`src/rtl/if_stage.sv`:
```
// Instruction-fetch stage: owns the PC, addresses instruction memory and
// fills the IF/ID register, with stall, redirect and out-of-range handling.
module if_stage #(
  parameter logic [31:0] RESET_PC   = 32'h0000_0000,
  parameter int unsigned IMEM_WORDS = 32,
  parameter logic [31:0] NOP_WORD   = 32'h0000_0000
) (
  input  logic        clk,
  input  logic        rst_n,
  input  logic        stall,
  input  logic        redirect_valid,
  input  logic [31:0] redirect_pc,
  output logic [31:0] imem_addr,
  input  logic [31:0] imem_rdata,
  output logic [31:0] ifid_instr,
  output logic [31:0] ifid_pc4,
  output logic        ifid_valid,
  output logic        fetch_fault,
  output logic [31:0] fetch_count
);

  localparam logic [31:0] WORD_LIMIT = IMEM_WORDS;

  // The PC is kept as a word index so its two low bits can never be nonzero.
  logic [29:0] pc_word;
  logic [29:0] pc_word_inc;
  logic        in_range;
  logic        unused_bits;

  assign pc_word_inc = pc_word + 30'd1;
  assign in_range    = ({2'b00, pc_word} < WORD_LIMIT);
  assign imem_addr   = {pc_word, 2'b00};
  assign unused_bits = ^redirect_pc[1:0];

  // Priority: redirect over stall over normal fetch.
  always_ff @(posedge clk or negedge rst_n) begin
    if (!rst_n) begin
      pc_word     <= RESET_PC[31:2];
      ifid_instr  <= NOP_WORD;
      ifid_pc4    <= 32'h0000_0000;
      ifid_valid  <= 1'b0;
      fetch_fault <= 1'b0;
      fetch_count <= 32'h0000_0000;
    end else if (redirect_valid) begin
      pc_word    <= redirect_pc[31:2];
      ifid_instr <= NOP_WORD;
      ifid_valid <= 1'b0;
    end else if (!stall) begin
      pc_word  <= pc_word_inc;
      ifid_pc4 <= {pc_word_inc, 2'b00};
      if (in_range) begin
        ifid_instr  <= imem_rdata;
        ifid_valid  <= 1'b1;
        fetch_count <= fetch_count + 32'd1;
      end else begin
        ifid_instr  <= NOP_WORD;
        ifid_valid  <= 1'b0;
        fetch_fault <= 1'b1;
      end
    end
  end

endmodule

```
`config.mk`:
```
export PLATFORM = sky130hd
export DESIGN_NAME = if_stage
export DESIGN_NICKNAME = d
export VERILOG_FILES = /design/src/rtl/if_stage.sv
export SDC_FILE = /design/constraint.sdc
export NUM_CORES = 1
export LEC_CHECK = 0
export CAP_MARGIN = 15
export CORE_ASPECT_RATIO = 0.8
export CORE_MARGIN = 2
export CORE_UTILIZATION = 42
export DETAILED_ROUTE_END_ITERATION = 6
export GPL_TIMING_DRIVEN = 1
export PLACE_DENSITY = 0.77
export SETUP_SLACK_MARGIN = 0.4
export SYNTH_ARGS = -nofsm -noshare
export SYNTH_HDL_FRONTEND = slang
export SYNTH_SLANG_ARGS = --single-unit
```
`constraint.sdc`:
```
create_clock -name clk -period 1.85 [get_ports clk]
set_input_delay 0.37 -clock clk [delete_from_list [all_inputs] [get_ports clk]]
set_output_delay 0.37 -clock clk [all_outputs]
set_load 0.01 [all_outputs]
```
==> results of run 1 <==
## layout make-up
class	instances	area, um2
Timing Repair Buffer	333	3190
Clock inverter	8	115
Inverter	2	7.51
Sequential cell	126	3160
Clock buffer	23	458
Fill cell	951	3970
Tap cell	184	230
Multi-Input combinational cell	408	3020
## Yosys cell counts, types with 2 or more instances
cell type	count	area share, %
a21oi_1	28	2.3
a22o_1	32	4.7
and2_1	4	0.42
and3_1	15	1.6
and4_1	6	0.87
buf_1	2	0.12
buf_2	15	1.2
buf_4	6	0.75
clkbuf_1	20	1.2
clkbuf_2	2	0.17
dfrtp_1	126	52
ha_1	2	0.42
inv_1	2	0.12
nand2_1	53	3.3
nand3_1	34	2.8
nand3b_1	2	0.25
nand4_1	30	3.1
nand4b_1	2	0.29
nor2_1	41	2.6
nor2b_1	4	0.42
nor3_1	3	0.25
nor4_1	7	0.73
nor4_2	2	0.42
nor4_4	5	1.8
o21ai_0	29	2.4
o21ai_1	2	0.17
o31ai_1	2	0.25
or2_2	2	0.21
xnor2_1	49	7.1
xor2_1	39	5.7
## state kept, by name (all words and copies together) (netlist names)
signal and count:
ifid_valid 1, pc_word 30, fetch_fault 1, fetch_count 32, ifid_instr 32, ifid_pc4 30
## timing repair
action                                 in CTS  in global routing
pin swaps                                  37                 16
gates resized for setup                   334                131
endpoints found under the hold margin      27                  0
hold buffers                                1                  0
cloned                                      0                  0
setup endpoints to repair                 240                224
buffers inserted                           46                 25
## cell families after synthesis
group,count (synthesis)
and+or+nand+nor,217
DFF,126
AOI/OAI and AO/OA,94
xor gates and xnor gates,88
buffers and inverters,48
muxes,3
adders and majority gates,2
other,1
## per-stage QoR
stage	cells	utilization, %
floorplan	582	-
global placement	981	61.7
detailed placement	981	61.7
CTS	1059	69.8
global route	1084	72.0
finish	1084	72.0
## critical path: cells and delay by family (launching register included)
| kind | cells | cell delay, ns |
|---|---|---|
| buffers and inverters | 2 | 0.38 |
| AO/OA/AOI/OAI | 1 | 0.17 |
| flip-flops | 1 | 0.42 |
| AND/OR/NAND/NOR | 3 | 0.89 |
## power by group
group / internal [W] / switching, W / total, W
Sequential: 0.00293 / 0.000144 / 0.00307
Clock: 0.00213 / 0.00117 / 0.00330
Combinational: 0.000800 / 0.000664 / 0.00146
## worst max-delay path by stage
stage | to | from | slack, ns | depth (start not counted)
after floorplan | fetch_count[1] | pc_word[6] | -0.08 | 6
after global placement | ifid_instr[1] | stall | -0.44 | 5
after detailed placement | ifid_instr[12] | stall | -0.66 | 5
after CTS | ifid_instr[12] | pc_word[6] | -0.05 | 6
after global routing | fetch_count[25] | pc_word[7] | -0.18 | 8
final | ifid_instr[18] | pc_word[6] | -0.10 | 6
## routing by layer
metal	share of wire (%)	routed length, um	GRT usage, %	vias to the layer above
li1	-	-	-	2635
met1	42	7860	32.2	2808
met2	50	9400	40.4	219
met3	6.4	1200	5.67	32
met4	2.1	396	8.23	0
met5	0	0	0	-
==> impl_metrics.tcl, run 1 <==
set metrics [dict create \
    crit_required_ns 2.20 \
    post-place-ws_ns -0.664 \
    clock-sinks 126 \
    holdCritPathClass "primary input to flop" \
    grt_max_degree 58 \
    synth_top_family_by_area "simple AND/OR/NAND/NOR gates" \
    yosysWarnings 0 \
    r2r_end "ifid_instr[18]" \
    grt_first_pass_wirelength_um 29200 \
    finClkSkew_ns 0.0101 \
    cts_made_buffers 17 \
    critPathCaptureType "flop" \
    slew_headroom_pct 51.7 \
    hold_violations 0 \
    syn_area_per_cell_um2 10.4 \
    areaGrowthSynthToFinish_pct 69.2 \
    postLayoutCellArea_um2 10200 \
    grt_antenna_before_repair 0 \
    fmax_mhz 512 \
    drtPass1Iterations 5 \
    run_status "finished with violations" \
    rr_startpoint "pc_word[6]" \
    critPathKind "flop to flop" \
    p_leak_nw 4.95 \
    ys_ff_latch 126 \
    worst_pin_slew_ns 0.723 \
    layout_commonest_cell "dfrtp_1" \
    setup_viol 52 \
    nNetsFinal 958 \
    hold_path.startpoint "redirect_valid" \
    reg2reg_depth 6 \
    detailed_place.area_um2 8740 \
    grt_pass1_vias 5818 \
    start_util_pct 42.5 \
    drv_cap 0 \
    synth_edf_count 0 \
    drc 0 \
    power.density_nw_per_um2 770 \
    ant_nets 0 \
    vias 5694 \
    grt_usage_pct 24.7 \
    cp.arrival_ns 2.31 \
    setup_ws_ns -0.104 \
    hold_depth 3 \
    min_period_over_period_pct 106 \
    syn-instance-count 579 \
    synth_compound_gate_area_share_pct 9.94 \
    mostFrequentLayoutCells "dfrtp_1 (117), buf_6 (81), buf_4 (80), clkdlybuf4s50_1 (63), xnor2_1 (48)" \
    path_common_cell "nor4_4" \
    num_io_pins 198 \
    synth.yosys.seq_area_share_pct 52.4 \
    worst_hold_slack_ns 0.340 \
    cts_tree "built" \
    n_antenna_cell 0 \
    worst_path_max_delay_cell "dfrtp_1" \
    peakVddDrop_uv 526 \
    clock_path_buffers 2 \
    h-tree-depth 4 \
    die_x_um 138 \
    clk_pin_slew_worst_paths_ns 0.06 \
    drive_gt1_share_pct 35.0 \
    fin_crit_ns 1.95 \
    setup_tns_ns -3.79 \
    drt-vias-per-instance 5.25 \
    cpPeakStageDelay_ns 0.42 \
    drt_iter0_markers 322 \
    num_rows 39 \
    grt-ovfl-total 0 \
    clockRootBuffer "clkbuf_16" \
    ys_async_sr_fraction_pct 100 \
    violations "negative setup slack" \
    worst-r2r-setup-slack_ns -0.10 \
    synth-simple-area-share_pct 20.0 \
    die_y_um 111 \
    drt-total-wl_um 18900 \
    wire_per_inst_um 17.4 \
    synth_ff_type "dfrtp_1" \
    critPathMaxFanout 34 \
    place.port_buffers 191 \
    dp_hpwl_um 12400 \
    path_cells "nor4_4 > nand2_2 > nor4_4 > buf_12 > buf_16 > a22o_1" \
    setup.worst_path.start_class "flop" \
    place_congestion 0.862 \
    muxShareOfSynthArea_pct 0.541 \
    synth_area_um2 6020 \
    synth_fa_ha_area_share_pct 0.416 \
    worstSkewPairLatency_ns 0.42 \
    synth_cell_types 43 \
    report.power.total_w 0.00784 \
    min_to "pc_word[24]" \
    slew_violations 0 \
    rsz0062_at_grt "yes" \
    die-area_um2 15300 \
    core_um2 14200 \
    synth_xor_xnor_area_share_pct 12.8 \
]
No activity file was read; power rests on OpenSTA's default activity.
==> run 2, diff against run 1 <==
Settings changed: PLACE_DENSITY 0.77 to not set, PLACE_DENSITY_LB_ADDON set to 0.3.
==> impl_metrics.tcl, run 2 (same netlist as run 1, synthesis figures left out) <==
set metrics [dict create \
    run_status "finished with violations" \
    violations "negative setup slack" \
    power_frac_comb_pct 19.8 \
    die-area_um2 15300 \
    critPathCaptureType "flop" \
    power.density_nw_per_um2 751 \
    p_leak_nw 5.21 \
    worst_pin_slew_ns 0.664 \
    grt_pass1_vias 6090 \
    areaGrowthSynthToFinish_pct 86.6 \
    nNetsFinal 1021 \
    drv_cap 0 \
    grt_usage_pct 27.8 \
    mostFrequentLayoutCells "dfrtp_1 (116), buf_6 (113), buf_4 (105), clkdlybuf4s50_1 (63), clkbuf_2 (44)" \
    peakVddDrop_uv 794 \
    setup_viol 73 \
    drt_iter0_markers 518 \
    holdCritPathClass "primary input to async pin" \
    fillers 787 \
    drt-vias-per-instance 5.56 \
    drtPass1Iterations 5 \
    die_y_um 111 \
    power_frac_clock_pct 43.6 \
    setup_tns_ns -7.87 \
    place.port_buffers 191 \
    setup_ws_ns -0.182 \
    critPathMaxFanout 4 \
    fmax_mhz 492 \
    clock-sinks 126 \
    top_regs "fetch_count: 32 flops, ifid_instr: 32 flops" \
    num_rows 39 \
    cp.arrival_ns 2.35 \
    clk_pin_slew_worst_paths_ns 0.06 \
    grt_first_pass_wirelength_um 32400 \
    rsz0062_at_grt "yes" \
    core_um2 14200 \
    slew_headroom_pct 55.7 \
    grt-ovfl-total 0 \
    worstSkewPairLatency_ns 0.43 \
    clock_path_buffers 2 \
    ant_nets 0 \
    swShare_pct 26.7 \
    clockRootBuffer "clkbuf_16" \
    drc 0 \
    min_period_over_period_pct 110 \
    switching_power_w 0.00225 \
    critPathKind "flop to flop" \
    setup.worst_path.start_class "flop" \
    postLayoutCellArea_um2 11200 \
    cts_made_buffers 17 \
    dp_hpwl_um 12300 \
    final_cells 1151 \
    power.share.sequential_pct 36.6 \
    layout_commonest_cell "dfrtp_1" \
    drt-total-wl_um 24100 \
    vias 6396 \
    place_inst 982 \
    grt_max_degree 63 \
    fin_crit_ns 2.03 \
    start_util_pct 42.5 \
    cts_tree "built" \
    die_x_um 138 \
    place_congestion 0.828 \
    grt_antenna_before_repair 3 \
    finClkSkew_ns 0.00853 \
    crit_required_ns 2.16 \
    slew_violations 0 \
    detailed_place.area_um2 8760 \
    wire_per_inst_um 21.0 \
    drive_gt1_share_pct 46.7 \
    worst_hold_slack_ns 0.459 \
    power.internal_w 0.00618 \
    num_io_pins 198 \
    hold_violations 0 \
    h-tree-depth 4 \
]
[run 2: cell type report]
cell class / count / area, um2 / share of cell area [%]
flip-flops and latches: 126 / 3170 / 28.2
clock inverters: 11 / 161 / 1.44
clock buffers: 21 / 480 / 4.28
inverters: 2 / 7.51 / 0.0669
multi-input cells: 408 / 3400 / 30.3
diodes: 3 / 7.51 / 0.0669
well taps: 184 / 230 / 2.05
repair buffers: 396 / 3770 / 33.6
[run 2: worst paths after layout]
path                                 start               to  slack [ns]  cells past startpoint
setup / recovery               pc_word[14]   fetch_count[1]       -0.18                      7
hold / removal                       rst_n  fetch_count[31]        0.46                      2
setup reg to reg               pc_word[14]   fetch_count[1]       -0.18                      7
hold reg to reg            fetch_count[31]  fetch_count[31]        0.47                      1
max in group asynchronous            rst_n      pc_word[23]        0.76                      3
min in group clk           fetch_count[31]  fetch_count[31]        0.47                      1
[run 2: metal layers]
layer  up-vias  share of wire [%]  wire length [um]  global-route usage [%]
met3       107                7.0              1680                    8.46
li1       2776                  -                 -                       -
met1      3171                 39              9300                    35.5
met2       342                 49             11900                    44.5
met5         -                  0                 0                       0
met4         0                5.3              1290                    10.3
[run 2: power by group through the flow]
| stage | clock network (W) | logic [W] | registers, W |
|---|---|---|---|
| 4_1_cts | 0.00365 | 0.00144 | 0.00306 |
| 2_1_floorplan | 0 | 0.000435 | 0.00318 |
| 6_report | 0.00367 | 0.00167 | 0.00309 |
| 5_1_grt | 0.00385 | 0.00176 | 0.00310 |
| 3_5_place_dp | 0 | 0.00125 | 0.00311 |
| 3_3_place_gp | 0 | 0.00123 | 0.00310 |
[run 2: per-stage QoR]
| step | total power (W) | utilization, % | setup slack (ns) |
|---|---|---|---|
| 2_1_floorplan | 0.00361 | - | -0.0845 |
| 3_3_place_gp | 0.00433 | 61.9 | -0.243 |
| 3_5_place_dp | 0.00436 | 61.9 | -0.301 |
| 4_1_cts | 0.00816 | 75.4 | -0.0453 |
| 5_1_grt | 0.00871 | 79.3 | -0.210 |
| 6_report | 0.00843 | 79.3 | -0.182 |
[run 2: what timing repair did]
item,4_1_cts,5_1_grt
endpoints found under the setup margin,241,208
hold endpoints to repair,31,0
gates resized for setup,494,147
hold buffers,1,0
buffers inserted,89,39
cloned,2,3
pin swaps,65,67
[run 2: critical path: stages, from the launching register on]
cell and delay, ns:
dfrtp_2 0.43, nor4_4 0.37, nand2_1 0.12, buf_6 0.15, nor4_4 0.22, buf_6 0.18, clkbuf_16 0.15, mux2_4 0.29
==> RTL edit: new RTL, settings of run 1 <==
Put one more register stage on the output `fetch_count`. The value now appears one clock later. The other outputs are not delayed to match.
--- a/src/rtl/if_stage.sv
+++ b/src/rtl/if_stage.sv
@@ -22,4 +22,6 @@
   localparam logic [31:0] WORD_LIMIT = IMEM_WORDS;
 
+  logic [31:0] fetch_count_s0;
+
   // The PC is kept as a word index so its two low bits can never be nonzero.
   logic [29:0] pc_word;
@@ -41,5 +43,5 @@
       ifid_valid  <= 1'b0;
       fetch_fault <= 1'b0;
-      fetch_count <= 32'h0000_0000;
+      fetch_count_s0 <= 32'h0000_0000;
     end else if (redirect_valid) begin
       pc_word    <= redirect_pc[31:2];
@@ -52,5 +54,5 @@
         ifid_instr  <= imem_rdata;
         ifid_valid  <= 1'b1;
-        fetch_count <= fetch_count + 32'd1;
+        fetch_count_s0 <= fetch_count_s0 + 32'd1;
       end else begin
         ifid_instr  <= NOP_WORD;
@@ -61,4 +63,8 @@
   end
 
+  always_ff @(posedge clk) begin
+    fetch_count <= fetch_count_s0;
+  end
+
 endmodule
 
Behaviour: not the same (Yosys sat finds a counterexample within 4 cycles, from zero or initial values and one cycle with rst_n low).
==> RTL edit against run 1 <==
The flow still finishes with violations (negative setup slack); wire length rose by 32%; hold slack improved by 2.8 ps; global-route usage rose by 1.6 points; cell area rose by 20%; setup slack got worse by 120 ps; fmax fell by 5.7%; total power rose by 12%; sequential cell count rose by 32; core utilization rose by 5.7 points; critical path depth rose by 2; synthesized area rose by 12%; critical endpoint is now fetch_count_s0[15]; largest power group is now sequential cells.
==> RTL edit: results (changes against run 1) <==
metric,value,unit,change
skew,12.4,ps,was 10.1 ps
wl_met2,12.2,mm,was 9.40 mm
synth_compound_gate_area_share,8.75,%,was 9.94%
grt_pass1_vias,6457,,"was 5,818"
root_buffer,clkbuf_16,,unchanged
violations,negative setup slack,,unchanged
drt_first_pass_iters,6,,was 5
cts_resized,432,,was 334
muxShareOfSynthArea,0.315,%,was 0.541%
ir_worst_vdd,0.649,mV,was 0.526 mV
dp_hpwl,13.9,mm,was 12.4 mm
wl_met1,9.91,mm,was 7.86 mm
place_congestion,0.861,,was 0.862
ff2ff_path_depth,8,,was 6
wirelength,24.9,mm,was 18.9 mm
synth.area.top_cells,"dfrtp_1 47%, dfxtp_1 9.5%, xnor2_1 7.8%, nand2_1 4.7%, a22o_1 4.2%",,"was dfrtp_1 52%, xnor2_1 7.1%, xor2_1 5.7%, a22o_1 4.7%, nand2_1 3.3%"
cts_buffer_depth,2,,unchanged
grt-ovfl-total,0,,unchanged
antenna_found_initial,0,,unchanged
drt-vias-per-instance,5.35,,was 5.25
async_reset_ff_share,79.7,%,was 100%
outcome,"finished, violations left",,unchanged
fin_ws,-222,ps,was -104 ps
drive_above_1_share,43.2,%,was 35.0%
cp_max_fo,8,,was 34
regToRegStartpoint,pc_word[27],,was pc_word[6]
synth-seq-area-share,56.2,%,was 52.4%
crit_end,fetch_count_s0[15],,was ifid_instr[18]
portBuffers,191,,unchanged
pre_cts_ws,-328,ps,was -664 ps
ys_types,38,,was 43
grt_max_degree,59,,was 58
grt_pass1_wl,35.6,mm,was 29.2 mm
cp_slowest_cell,dfrtp_1,,unchanged
met1_usage,34.3,%,was 32.2%
leakage,6.09,nW,was 4.95 nW
crit_arrival,2380,ps,was 2310 ps
top_regs,"fetch_count: 32 flops, fetch_count_s0: 32 flops, ifid_instr: 32 flops",,"was fetch_count: 32 flops, ifid_instr: 32 flops"
dpl_cell_area,9740,sq um,was 8740 sq um
cts.clk_slew.worst_paths,60,ps,about the same
syn_inst,622,,was 579
synthAdderAreaFrac,0.371,%,was 0.416%
setup_violations,63,,was 52
drtIter0Drc,361,,was 322
synth_commonest_cells,"126 x dfrtp_1, 85 x nand2_1, 60 x xnor2_1",,"was 126 x dfrtp_1, 53 x nand2_1, 49 x xnor2_1"
dp_cells,1063,,was 981
hold_path_class,in -> async,,was in -> reg
wl_met3,1.92,mm,was 1.20 mm
grt_use_met2,43.7,%,was 40.4%
via_count,6563,,"was 5,694"
post_synth_xor_area_fraction,11.4,%,was 12.8%
use_met3,5.72,%,was 5.67%
grt.total_usage,26.2,%,was 24.7%
clock_latency,430,ps,
postCtsSetupBuffers,69,,was 46
setup-tns-final,-7160,ps,was -3790 ps
synthFlopType,dfrtp_1,,unchanged
hold_ws,343,ps,was 340 ps
## RTL edit: cell count changes in the layout (fill, tap and decap cells not counted), sizes merged, moves of 28 or more
cell,before,now
a21oi,28,0
buf,185,242
dfxtp,0,32
nand2,54,85
nor3,4,32
o21ai,31,59
## RTL edit: final cells by class
cell class / instances / area (sq um)
clock buffer: 20 / 447
multi-input combinational: 418 / 3600
sequential: 158 / 3810
clock inverter: 12 / 101
timing repair buffer: 400 / 3980
inverter: 3 / 11.3
tap: 215 / 269
fill: 908 / 3530
## RTL edit: report_power, final
| group | internal, mW | switching, mW |
|---|---|---|
| sequential | 3.61 | 0.156 |
| combinational | 0.910 | 0.758 |
| clock | 1.80 | 1.54 |
## RTL edit: cells by family after synthesis
logic type	count (synthesis)
buffers and inverters	49
adders and majority gates	2
other	1
DFF	158
and+or+nand+nor	229
xor gates and xnor gates	88
AOI/OAI and AO/OA	93
muxes	2
